$ cat src/rtl/fetch_stage.sv
// Instruction-fetch stage: program counter, instruction-memory address and
// the IF/ID pipeline register, with stall hold, redirect with one-bubble
// penalty, halt detection on a sentinel word, and a delivered-fetch counter.
module fetch_stage #(
  parameter logic [15:0] RESET_PC  = 16'h0000,
  parameter logic [31:0] NOP_WORD  = 32'h00000000,
  parameter logic [31:0] HALT_WORD = 32'hFC000000
) (
  input  logic        clock,
  input  logic        reset,
  input  logic        stall,
  input  logic        redirect,
  input  logic [15:0] redirect_pc,
  input  logic [31:0] imem_data,
  output logic [15:0] imem_addr,
  output logic [31:0] id_instr,
  output logic [15:0] id_pc4,
  output logic        id_valid,
  output logic        halted,
  output logic [15:0] fetch_count
);

  typedef enum logic {RUN, HALT} state_e;

  state_e      state_q, state_d;
  logic [15:0] pc_q, pc_d;
  logic [31:0] instr_q, instr_d;
  logic [15:0] pc4_q, pc4_d;
  logic        valid_q, valid_d;
  logic [15:0] cnt_q, cnt_d;
  logic [15:0] pc_plus4;

  // pc is kept word-aligned, so +4 never disturbs bits [1:0]; wraps mod 2^16
  assign pc_plus4 = pc_q + 16'd4;

  // State register plus IF/ID register; reset dominates everything
  always_ff @(posedge clock) begin
    if (reset) begin
      state_q <= RUN;
      pc_q    <= {RESET_PC[15:2], 2'b00};
      instr_q <= NOP_WORD;
      pc4_q   <= 16'h0000;
      valid_q <= 1'b0;
      cnt_q   <= 16'h0000;
    end else begin
      state_q <= state_d;
      pc_q    <= pc_d;
      instr_q <= instr_d;
      pc4_q   <= pc4_d;
      valid_q <= valid_d;
      cnt_q   <= cnt_d;
    end
  end

  // Next-state: redirect beats halt/stall, halt beats stall, else advance
  always_comb begin
    state_d = state_q;
    pc_d    = pc_q;
    instr_d = instr_q;
    pc4_d   = pc4_q;
    valid_d = valid_q;
    cnt_d   = cnt_q;
    if (redirect) begin
      // The word fetched this cycle is from the wrong path: drop it
      state_d = RUN;
      pc_d    = {redirect_pc[15:2], 2'b00};
      instr_d = NOP_WORD;
      valid_d = 1'b0;
    end else if (state_q == HALT) begin
      instr_d = NOP_WORD;
      valid_d = 1'b0;
    end else if (stall) begin
      // hold everything
    end else if (imem_data == HALT_WORD) begin
      // pc stays on the halt word so the display shows where fetch stopped
      state_d = HALT;
      instr_d = NOP_WORD;
      valid_d = 1'b0;
    end else begin
      instr_d = imem_data;
      pc4_d   = pc_plus4;
      valid_d = 1'b1;
      pc_d    = pc_plus4;
      cnt_d   = cnt_q + 16'd1;
    end
  end

  assign imem_addr   = pc_q;
  assign id_instr    = instr_q;
  assign id_pc4      = pc4_q;
  assign id_valid    = valid_q;
  assign halted      = (state_q == HALT);
  assign fetch_count = cnt_q;

endmodule

$ cat config.mk
export PLATFORM = sky130hd
export DESIGN_NAME = fetch_stage
export DESIGN_NICKNAME = d
export VERILOG_FILES = /design/src/rtl/fetch_stage.sv
export SDC_FILE = /design/constraint.sdc
export NUM_CORES = 1
export LEC_CHECK = 0
export ABC_AREA = 1
export BUFFER_PORTS_ARGS = -buffer_cell sky130_fd_sc_hd__clkbuf_2
export CAP_MARGIN = 10
export CORE_MARGIN = 5
export CORE_UTILIZATION = 52
export CTS_BUF_LIST = sky130_fd_sc_hd__clkbuf_4
export DETAILED_ROUTE_END_ITERATION = 16
export GPL_ROUTABILITY_DRIVEN = 0
export GPL_TIMING_DRIVEN = 0
export PLACE_DENSITY = 0.82
export SYNTH_ARGS = -nofsm -noshare
export SYNTH_HDL_FRONTEND = slang
export SYNTH_SLANG_ARGS = --single-unit
$ cat constraint.sdc
create_clock -name clock -period 2.15 [get_ports clock]
set_clock_uncertainty 0.15 [all_clocks]
set_input_delay 0.215 -clock clock [delete_from_list [all_inputs] [get_ports clock]]
set_output_delay 0.215 -clock clock [all_outputs]
set_load 0.01 [all_outputs]
* Yosys cells after proc, flatten, opt, wreduce, memory -nomap -nowiden
Cells that the tools add are included.
** Storage, ports and cells
- Bits in registers :: 82
- Output and inout bits :: 82
** Operators by class
- Add/subtract/negate cells :: 2
- Eq/ne operators :: 4
- Mux-type cells :: 9
- Bitwise operators :: 4
- Reduce and logical (&&, ||, !) cells :: 5
** Operators by type and width (count)
- 16-bit two-way mux :: 4
- 32-bit == test, second input constant :: 1
- 32-bit two-way mux :: 1
- 16-bit by 1-bit adder with 16-bit output, second input constant :: 1
- 16-bit by 3-bit adder with 16-bit output, second input constant :: 1
- 3-bit AND reduction :: 2
- 1-bit two-way mux :: 4
- 2-bit != test, second input constant :: 2
- 1-bit inverter :: 4
- 4-bit AND reduction :: 1
- 3-bit OR reduction :: 1
- 2-bit by 1-bit != test with 1-bit output, second input constant :: 1
- 2-bit OR reduction :: 1

* Logic depth before layout (Yosys ltp)
- Depth in word-level cells :: 5
- Mapped depth :: 11
- Mapped depth without buffers :: 10

* Least setup slack after synthesis
OpenSTA, ideal clock, no wires.
- Path kind :: reg-to-reg
- Start :: reg cnt_q[0], in the netlist fetch_count[0]
- End :: reg cnt_q[12], in the netlist fetch_count[12]
- Setup time :: 0.070 ns
- Arrival time :: 1.367 ns
- Required time :: 1.930 ns
- Setup slack :: 0.563 ns
- Cell stages (with the launch flop) :: 8
- Path buffers :: 0
- Clock period less this slack :: 1.587 ns
- Path through :: dfxtp_1 ha_1 nand2_1 nor2_1 nand3_1 xnor2_1 nand3_1 a21oi_1
** On the way
- Word-level cells in the longest chain between the ends :: 1
** RTL lines
- from (decl) :: RTL line 30 : logic [15:0] cnt_q, cnt_d;
- from (signal assigned) :: RTL line 51 : cnt_q <= cnt_d;
- 16-bit by 1-bit adder with 16-bit output :: RTL line 84 : cnt_d = cnt_q + 16'd1;
Every way passes these cells.
A chain may end at the register's enable or synchronous reset.

* Worst setup path after layout
- Start :: in imem_data[8]
- End :: reg instr_q[31], in the netlist id_instr[31]
** On the way
- Word-level cells in the longest chain between the ends :: 2
** RTL lines
- from (decl) :: RTL line 14 : input logic [31:0] imem_data,
- 32-bit == test :: RTL line 74 : end else if (imem_data == HALT_WORD) begin
- 32-bit two-way mux :: RTL line 74
- to (signal assigned) :: RTL line 48 : instr_q <= instr_d;
- to (decl) :: RTL line 27 : logic [31:0] instr_q, instr_d;
Every way passes these cells.

==> impl_metrics.tcl <==
set metrics [dict create \
    drt_iter0_drc 247 \
    fp.dieW_um 96.4 \
    netlist_top_cells_area "dfxtp_1, nand2_1, a21oi_1" \
    h-tree-depth 3 \
    internal_power_w 0.00204 \
    syn2layout_area_growth_pct 35.4 \
    required_ns 2.32 \
    grt_remaining_overflow 0 \
    start_util 0.536 \
    synth_top_area_cell "dfxtp_1" \
    die_y_um 96.4 \
    synthFlopType "dfxtp_1" \
    switching_share 0.279 \
    via_count 4603 \
    pwr-share-seq 0.541 \
    fin_crit_ns 2.05 \
    slew-limit-headroom 0.653 \
    leakage_nw 2.39 \
    place_hpwl_um 8700 \
    power_w 0.00283 \
    clkLatencyLatePin_ns 0.41 \
    detail_route.wl_per_cell_um 13.9 \
    nets 825 \
    ys_seq_area_frac 0.402 \
    clkSlewWorstSetupHoldPaths_ns 0.12 \
    slew_violations 0 \
    fmax_mhz 487 \
    core_area_um2 7250 \
    drc 0 \
    arrival_ns 2.22 \
    io_buffers 124 \
    vias_per_cell 5.27 \
    ios 134 \
    hold_slack_ns 0.0167 \
    startpoint_type "input pin" \
    mappedNetlistArea_um2 3880 \
    antenna_found_initial 0 \
    end_kind "flip-flop" \
    die_area_um2 9300 \
    finalHoldViolations 0 \
    synth_edf_count 0 \
    hp-class "input pin to flip-flop" \
    synth_top_area_frac 0.402 \
    tightestPinTransition_ns 0.521 \
    ir_drop_mv 0.319 \
    power_density_nw_per_um2 539 \
    path_max_fanout 7 \
    synth.avg_cell_area_um2 6.64 \
    first_pass_iters 5 \
    clkPwrFrac 0.299 \
    synthDistinctLibCells 24 \
    first_global_vias 4169 \
    synth_async_sr_flop_share 0 \
    cts_buffer_depth 2 \
    fp-row-count 31 \
    setup_tns_ns 0 \
    cts_sinks 78 \
    root_buffer "clkbuf_4" \
    finalSetupViolCount 0 \
    synth-seq-cells 78 \
    grt_pass1_wl_um 18600 \
    syn_inst 585 \
    max_cap_viol_count 0 \
    cts_tree "built" \
    ant_nets 0 \
    grt_max_degree 13 \
    p_comb_frac 0.160 \
    worstSetupPathType "input pin to flip-flop" \
    diodes 0 \
    status "finished clean" \
    p_sw_w 0.000790 \
    wl_um 12200 \
    drive_above_1_share 0.218 \
    fin_util 0.725 \
    cts_buffers 9 \
    track_usage 0.256 \
    period_share 0.955 \
    ys_warn_count 0 \
]
==> cells in the final DEF, fill, tap and decap left out, drive strengths merged <==
| master | instances |
|---|---|
| nand2 | 219 |
| clkbuf | 147 |
| a21oi | 78 |
| dfxtp | 78 |
| dlygate4sd3 | 47 |
| nor2 | 46 |
| nand3 | 45 |
| inv | 32 |
| buf | 25 |
| nand4 | 21 |
| xor2 | 8 |
| xnor2 | 7 |
| nand3b | 4 |
| conb | 4 |
| clkinv | 4 |
| o21ai | 3 |
| ha | 2 |
| or3 | 1 |
| and2 | 1 |
| nor3 | 1 |
| clkinvlp | 1 |
| bufinv | 1 |
==> what timing repair did <==
action | CTS | global route
endpoints found under the hold margin | 44 | 0
setup buffers | 0 | 1
gates resized for setup | 0 | 4
setup endpoints to repair | 0 | 1
hold buffers | 47 | 0
==> critical path, stage by stage <==
cell	delay, ns
dlygate4sd3_1	0.56
clkbuf_2	0.12
nor2_1	0.10
nand2_1	0.10
nor2_1	0.13
nand2_1	0.10
nor2_4	0.12
nor2_4	0.07
nand2_1	0.07
a21oi_1	0.06
dlygate4sd3_1	0.57
==> cell usage after synthesis (2+ instances only) <==
library cell,number
nand2_1,218
nand3_1,44
dfxtp_1,78
nor2_1,44
buf_2,14
nand3b_1,4
a21oi_1,78
xnor2_1,7
xor2_1,8
o21ai_0,3
nor2_4,2
nand4_1,21
ha_1,2
clkbuf_1,13
buf_6,3
inv_1,32
buf_4,7
==> cell type report <==
type / instances / area [um^2]
timing repair buffer: 172 / 1100
clock inverter: 5 / 51.3
clock buffer: 10 / 75.1
fill: 614 / 1990
inverter: 33 / 124
sequential: 78 / 1560
buffer: 37 / 205
multi-input combinational: 440 / 2020
tap: 99 / 124
==> state kept, by name (all words and copies together), names as in the netlist <==
signal	count
imem_addr	14
fetch_count	16
id_valid	1
halted	1
id_instr	32
id_pc4	14
==> power groups by stage <==
| stage | Combinational, W | Clock [W] | Sequential [W] |
|---|---|---|---|
| floorplan | 0.000204 | 0 | 0.00158 |
| global placement | 0.000369 | 0 | 0.00156 |
| detailed placement | 0.000378 | 0 | 0.00156 |
| CTS | 0.000445 | 0.000865 | 0.00153 |
| global route | 0.000500 | 0.000920 | 0.00154 |
| finish | 0.000455 | 0.000846 | 0.00153 |
==> path summary, 6_finish.rpt <==
path / startpoint / end / slack, ns / cells after the start
worst max-delay path: imem_data[8] / id_instr[31] / 0.1 / 11
worst min-delay path: redirect_pc[7] / imem_addr[7] / 0.02 / 5
worst max register to register: imem_addr[2] / imem_addr[12] / 0.25 / 9
worst min register to register: id_instr[15] / id_instr[15] / 0.32 / 2
==> per-stage QoR <==
step                      setup slack [ns]  area [um^2]  instances
final                               0.0968         5260        874
after floorplan                      0.563         3900        588
after detailed placement             0.343         4640        811
after global routing              -0.00353         5260        874
after global placement               0.353         4640        811
after CTS                           0.0396         5240        873
==> kinds of logic (layout without fill, tap and decap cells) <==
kind of cell / Yosys count / after routing / synth area share
AO/OA/AOI/OAI: 81 / 81 / 0.104
XOR/XNOR: 15 / 15 / 0.0338
adder cells (fa/ha/maj): 2 / 2 / 0.00644
buffers and inverters: 70 / 257 / 0.0847
flip-flops: 78 / 78 / 0.402
other: 1 / 4 / 0.000965
AND/OR/NAND/NOR: 338 / 338 / 0.368
==> layer usage <==
layer / vias to the layer above / global-route usage / part of all wire
met5: - / 0 / 0
met4: 0 / 0.138 / 0.046
met3: 54 / 0.0473 / 0.080
li1: 2259 / - / -
met1: 2047 / 0.312 / 0.40
met2: 243 / 0.428 / 0.47
(Power assumes the default switching activity.)
